[src/rtl/pipe_adder.sv]
// rtl/pipe_adder.sv - pipelined ripple-carry adder/subtractor with valid/ready stream ports
module pipe_adder #(
  parameter int WIDTH  = 16,
  parameter int STAGES = 4
) (
  input  logic             clk,
  input  logic             rst,
  input  logic             in_valid,
  output logic             in_ready,
  input  logic [WIDTH-1:0] a,
  input  logic [WIDTH-1:0] b,
  input  logic             cin,
  input  logic             sub,
  output logic             out_valid,
  input  logic             out_ready,
  output logic [WIDTH-1:0] sum,
  output logic             cout,
  output logic             ovf
);

  localparam int CW = WIDTH / STAGES;

  // Register index k holds the result of stage k (i.e. pipeline register k+1).
  // Operands are carried whole; b is stored already inverted for subtract so
  // later stages and the overflow flag never need to know the mode.
  logic [STAGES-1:0] valid_q, valid_d;
  logic [STAGES-1:0] carry_q, carry_d;
  logic [WIDTH-1:0]  opa_q  [STAGES];
  logic [WIDTH-1:0]  opa_d  [STAGES];
  logic [WIDTH-1:0]  opb_q  [STAGES];
  logic [WIDTH-1:0]  opb_d  [STAGES];
  logic [WIDTH-1:0]  psum_q [STAGES];
  logic [WIDTH-1:0]  psum_d [STAGES];

  logic en;

  // Whole pipeline advances together; a full output slot that is not being
  // drained freezes every stage, bubbles included.
  assign en       = !valid_q[STAGES-1] || out_ready;
  assign in_ready = en;

  // Each stage ripples one CW-bit chunk on top of its predecessor's register.
  always_comb begin
    logic [WIDTH-1:0] src_a;
    logic [WIDTH-1:0] src_b;
    logic [WIDTH-1:0] src_s;
    logic             src_c;
    logic             src_v;
    logic [CW:0]      part;

    valid_d = valid_q;
    carry_d = carry_q;
    opa_d   = opa_q;
    opb_d   = opb_q;
    psum_d  = psum_q;

    src_a = a;
    src_b = b ^ {WIDTH{sub}};
    src_s = '0;
    src_c = cin ^ sub;
    src_v = in_valid && in_ready;

    for (int k = 0; k < STAGES; k++) begin
      part = {1'b0, src_a[k*CW +: CW]} + {1'b0, src_b[k*CW +: CW]} + {{CW{1'b0}}, src_c};
      if (en) begin
        valid_d[k]              = src_v;
        opa_d[k]                = src_a;
        opb_d[k]                = src_b;
        psum_d[k]               = src_s;
        psum_d[k][k*CW +: CW]   = part[CW-1:0];
        carry_d[k]              = part[CW];
      end
      src_a = opa_q[k];
      src_b = opb_q[k];
      src_s = psum_q[k];
      src_c = carry_q[k];
      src_v = valid_q[k];
    end
  end

  // Pipeline registers; reset discards everything in flight.
  always_ff @(posedge clk) begin
    if (rst) begin
      valid_q <= '0;
      carry_q <= '0;
      for (int i = 0; i < STAGES; i++) begin
        opa_q[i]  <= '0;
        opb_q[i]  <= '0;
        psum_q[i] <= '0;
      end
    end else begin
      valid_q <= valid_d;
      carry_q <= carry_d;
      opa_q   <= opa_d;
      opb_q   <= opb_d;
      psum_q  <= psum_d;
    end
  end

  assign out_valid = valid_q[STAGES-1];
  assign sum       = psum_q[STAGES-1];
  assign cout      = carry_q[STAGES-1];
  assign ovf       = (opa_q[STAGES-1][WIDTH-1] == opb_q[STAGES-1][WIDTH-1]) &&
                     (psum_q[STAGES-1][WIDTH-1] != opa_q[STAGES-1][WIDTH-1]);

endmodule

[config.mk]
export PLATFORM = sky130hd
export DESIGN_NAME = pipe_adder
export DESIGN_NICKNAME = d
export VERILOG_FILES = /design/src/rtl/pipe_adder.sv
export SDC_FILE = /design/constraint.sdc
export NUM_CORES = 1
export LEC_CHECK = 0
export BUFFER_PORTS_ARGS = -buffer_cell sky130_fd_sc_hd__buf_2
export CORE_ASPECT_RATIO = 1.5
export CORE_MARGIN = 2
export CORE_UTILIZATION = 57
export CTS_CLUSTER_DIAMETER = 100
export CTS_CLUSTER_SIZE = 10
export DETAILED_ROUTE_END_ITERATION = 6
export MAX_ROUTING_LAYER = met4
export PLACE_DENSITY = 0.79
export RECOVER_POWER = 100
export SLEW_MARGIN = 20
export SYNTH_ARGS = -nofsm -noshare
export SYNTH_HDL_FRONTEND = slang
export SYNTH_SLANG_ARGS = --single-unit
[constraint.sdc]
create_clock -name clk -period 2.75 [get_ports clk]
set_input_delay 0.1375 -clock clk [delete_from_list [all_inputs] [get_ports clk]]
set_output_delay 0.1375 -clock clk [all_outputs]
set_load 0.05 [all_outputs]
== Word level (Yosys, flattened, before mapping) ==
Index checks and enable logic that the tools add are counted.

* Input port bits: 38
* Logic and storage cells: 30
* Register bits after elaboration: 176

* Bitwise logic cells: 2
* Equal/unequal tests: 2
* $add $sub $neg: 8
* Reduce and logical (&&, ||, !) cells: 4

{| class="wikitable"
|+ Operator list
! operator !! number
|-
| $add 4x4->5 || 4
|-
| $add 5x1->5 || 4
|-
| $xor 16x16->16 || 1
|-
| $logic_and 1x1->1 || 2
|-
| $eq 1x1->1 || 1
|-
| $logic_not 1->1 || 1
|-
| $logic_or 1x1->1 || 1
|-
| $ne 1x1->1 || 1
|-
| $xor 1x1->1 || 1
|}

== Depth between registers and ports, before layout ==
* Depth in word-level cells: 3
* Depth in mapped cells: 8
* Depth with buffers taken out: 6

== Worst setup path before layout ==
Ideal clock, no wire load.

* Path kind: input-to-reg
* Start point: input sub
* End point: register carry_q[0]
* Setup time: 125 ps
* Arrival time: 1893 ps
* Buffers on the path: 2
* Data required time: 2625 ps
* Cell stages on the path: 8
* Setup slack: 732 ps
* Cells stage by stage: buf_4 -> buf_6 -> xor2_1 -> fa_1 -> fa_1 -> a21o_1 -> a211oi_1 -> a211oi_1

* Word-level cells in the longest chain between the ends: 3
* Elaborated cells on any way between the ends: 4
* Those cells by class: add/sub (2); bitwise (2)

{| class="wikitable"
|+ Ends and longest elaborated chain
! item !! RTL line !! source
|-
| start: declaration || 13 || <nowiki>input logic sub,</nowiki>
|-
| $xor 16x16->16 || 58 || <nowiki>src_b = b ^ {WIDTH{sub}};</nowiki>
|-
| $add 4x4->5 || 64 || <nowiki>part = {1'b0, src_a[k*CW +: CW]} + {1'b0, src_b[k*CW +: CW]} + {{CW{1'b0}}, src_c};</nowiki>
|-
| $add 5x1->5 (*) || 64 ||
|-
| end signal: assignment || 93 || <nowiki>carry_q <= carry_d;</nowiki>
|-
| end: declaration || 27 || <nowiki>logic [STAGES-1:0] carry_q, carry_d;</nowiki>
|}

Mark *: on every way between the ends. The rest lies on a longest branch, timed or not.
A chain may end at the register's enable or synchronous reset.

== Worst setup path in the final report ==
* Start point: register valid_q[3]
* End point: output in_ready

* Word-level cells in the longest chain between the ends: 2

{| class="wikitable"
|+ Ends and longest elaborated chain
! item !! RTL line !! source
|-
| start: declaration || 26 || <nowiki>logic [STAGES-1:0] valid_q, valid_d;</nowiki>
|-
| start signal: assignment || 92 || <nowiki>valid_q <= valid_d;</nowiki>
|-
| $logic_not 1->1 || 39 || <nowiki>assign en = !valid_q[STAGES-1] || out_ready;</nowiki>
|-
| $logic_or 1x1->1 || 39 ||
|-
| end: declaration || 9 || <nowiki>output logic in_ready,</nowiki>
|}

No other way between the ends.

==> flow_metrics.env <==
export IMPL_grt_setup_unrepaired="no"
export IMPL_hold_class="primary input to flip-flop"
export IMPL_antenna_cells=0
export IMPL_antenna_found_initial=0
export IMPL_internal_power_mw=2.10
export IMPL_r2r_cells=4
export IMPL_status="complete, no violations"
export IMPL_relSlewSlack_pct=41.1
export IMPL_path_class="flip-flop to output port"
export IMPL_cp_required_ns=2.61
export IMPL_vias_per_cell=5.16
export IMPL_syn_inst=500
export IMPL_critPathTopFamily="buffers and inverters"
export IMPL_yosysUniqueCellTypes=27
export IMPL_core_area_sq_um=7270
export IMPL_max_freq_ghz=0.488
export IMPL_fillCellCount=683
export IMPL_die_w_microns=75.1
export IMPL_cts_resized_gates=0
export IMPL_path_max_fanout=70
export IMPL_row_count=38
export IMPL_clockBufferDepth=2
export IMPL_synth_ff_type="dfxtp_1"
export IMPL_cts_max_level=3
export IMPL_drive_gt1_share_pct=12.1
export IMPL_grt_max_degree=94
export IMPL_cts_made_buffers=9
export IMPL_setup_tns_ns=0
export IMPL_area_growth_syn_to_layout_pct=6.75
export IMPL_end_kind="output port"
export IMPL_skew_ns=0.0134
export IMPL_yosysSeqAreaShare_pct=45.4
export IMPL_worst_slew_pin_slew_ns=0.884
export IMPL_ys_seq_elements=98
export IMPL_p_comb_share_pct=12.1
export IMPL_fin_nets=583
export IMPL_design_power_total_mw=2.81
export IMPL_drv_slew=0
export IMPL_arrival_ns=1.91
export IMPL_yosysMostFrequentCell="nand2_1"
export IMPL_swShare_pct=25.4
export IMPL_drt_iter0_drc=154
export IMPL_finalWirelength_microns=7730
export IMPL_cp_start_kind="flip-flop"
export IMPL_setup_violations=0
export IMPL_cp_cell_sequence="nor2b_1 > inv_4 > clkbuf_1"
export IMPL_synth_warnings=0
export IMPL_root_buffer="clkbuf_8"
export IMPL_dp_hpwl_microns=5080
export IMPL_p_seq_share_pct=55.6
export IMPL_finalCritPeriodShare_pct=74.6
export IMPL_syn_area_per_cell_sq_um=8.63
export IMPL_wire_per_inst_microns=12.3
export IMPL_yosys_area_top_type="dfxtp_1"
export IMPL_switchingPower_mw=0.712
export IMPL_grtUsageTotal_pct=21.1
export IMPL_fp_dieH_microns=111
export IMPL_synth_top_cell_area_share_pct=45.4
export IMPL_synth_area_leaders="dfxtp_1, nand2_1, a21oi_1"
export IMPL_post_cts_buffers=0
export IMPL_vdd_drop_max_mv=0.430
export IMPL_clock_sinks=98
export IMPL_maxCapViolations=0
export IMPL_ioPinCount=58
export IMPL_die_area_sq_um=8300
export IMPL_grtUsageMet1_pct=22.9
export IMPL_top_usage_layer="met2"
export IMPL_clk_pin_slew_ns=0.09
export IMPL_ant_nets=0
export IMPL_clkPwrFrac_pct=32.3
export IMPL_grt_pass1_wl_microns=13300
export IMPL_postSynth_asyncResetShare_pct=0
export IMPL_grt_met3_usage_pct=5.38
export IMPL_leakagePower_nw=1.85
export IMPL_synth_common_cells="nand2_1, dfxtp_1, a21oi_1, buf_4, nor2_1"
export IMPL_drtPass1Iterations=5
export IMPL_fin_crit_ns=2.05
export IMPL_synth_edf_count=0
export IMPL_synth_nets=558
export IMPL_gp_congestion=0.806
export IMPL_critPathSlowestCell="clkbuf_1"
export IMPL_min_path_cells=3
export IMPL_grt_overflow=0
export IMPL_power_density_nw_per_um2=609
export IMPL_cp_depth=3
export IMPL_critPathMaxStageDelay_ns=0.53
export IMPL_clock_latency_ns=0.36
export IMPL_drc=0
export IMPL_vias=3251
export IMPL_port_buffers=57
export IMPL_tritoncts="yes"
export IMPL_path_buf_inv=2
export IMPL_start_util_pct=59.3
export IMPL_syn_cell_area_sq_um=4320
export IMPL_gr_usage_met2_pct=34.4
export IMPL_hold_viol=0
export IMPL_grt_pass1_vias=3204
## registers in the layout, indices dropped and copies added, names as in the netlist
name,count
carry_q,4
valid_q,4
psum_q,24
sum,16
opa_q,25
opb_q,25
## power by group through the flow
stage               logic (mW)  registers, mW  clock network, mW
floorplan                0.279           1.58                  0
global placement         0.333           1.59                  0
detailed placement       0.345           1.59                  0
CTS                      0.351           1.56              0.932
global route             0.381           1.57               1.00
finish                   0.339           1.56              0.908
## per-stage QoR
| step | hold WS, ns | cells | util, % | setup slack [ns] | area, sq um |
|---|---|---|---|---|---|
| final | 0.0184 | 630 | 63.3 | 0.699 | 4610 |
| after global routing | 0.0170 | 630 | 63.3 | 0.609 | 4610 |
| after CTS | 0.000492 | 630 | 64.1 | 0.875 | 4660 |
| after detailed placement | 0.393 | 611 | 61.0 | 0.771 | 4440 |
| after global placement | 0.384 | 611 | 61.0 | 0.832 | 4440 |
| after floorplan | 0.278 | 500 | - | 0.732 | 4320 |
## kinds of logic after synthesis
group | Yosys count | synth area share (%)
AND/OR/NAND/NOR | 188 | 17.6
flip-flops | 98 | 45.4
buffers and inverters | 59 | 8.64
adder cells (fa/ha/maj) | 20 | 7.19
AO/OA/AOI/OAI | 114 | 16.9
XOR/XNOR | 21 | 4.26
## worst min-delay path, stage by stage
cell and delay [ns]:
buf_2 0.09, nand2_1 0.05, a21oi_1 0.05
## what timing repair did
item,4_1_cts,5_1_grt
endpoints found under the setup margin,0,0
hold endpoints to repair,3,0
hold buffers,3,0
## path summary, 6_finish.rpt
check	to	slack, ns	from
setup / recovery	in_ready	0.70	valid_q[3]
hold / removal	opa_q[63]	0.02	a[15]
setup reg to reg	carry_q[0]	0.91	valid_q[3]
hold reg to reg	sum[3]	0.45	sum[3]
## cell usage in the layout, fill, tap and decap left out
cell / instances
nand3b_1: 6
clkinv_2: 3
a211oi_1: 15
xnor2_1: 14
a211oi_2: 7
nand2b_1: 3
nor3_1: 1
dlygate4sd3_1: 3
o211ai_1: 4
buf_4: 4
clkbuf_8: 10
a21oi_1: 76
fa_1: 8
dfxtp_1: 98
buf_2: 36
inv_4: 1
o21ai_0: 3
nor2b_1: 3
or3_1: 3
xor2_1: 7
a2111o_1: 4
clkbuf_1: 21
inv_1: 8
buf_12: 1
clkinv_4: 1
nand2_1: 147
a21o_1: 5
bufinv_16: 1
nor2_1: 25
ha_1: 12
## cell type report
class / instances / area [sq um] / share of cell area, %
Tap cell: 100 / 125 / 2.72
Multi-Input combinational cell: 343 / 1950 / 42.4
Inverter: 9 / 36.3 / 0.787
Clock inverter: 5 / 53.8 / 1.17
Sequential cell: 98 / 1960 / 42.6
Timing Repair Buffer: 64 / 335 / 7.28
Clock buffer: 11 / 141 / 3.07
## layer usage
metal | vias up | share of wire (%)
met2 | 59 | 49
met3 | 21 | 3.7
met5 | - | 0
met1 | 1493 | 43
met4 | 0 | 3.7
li1 | 1678 | -
Power figures use the tool's default switching activity.
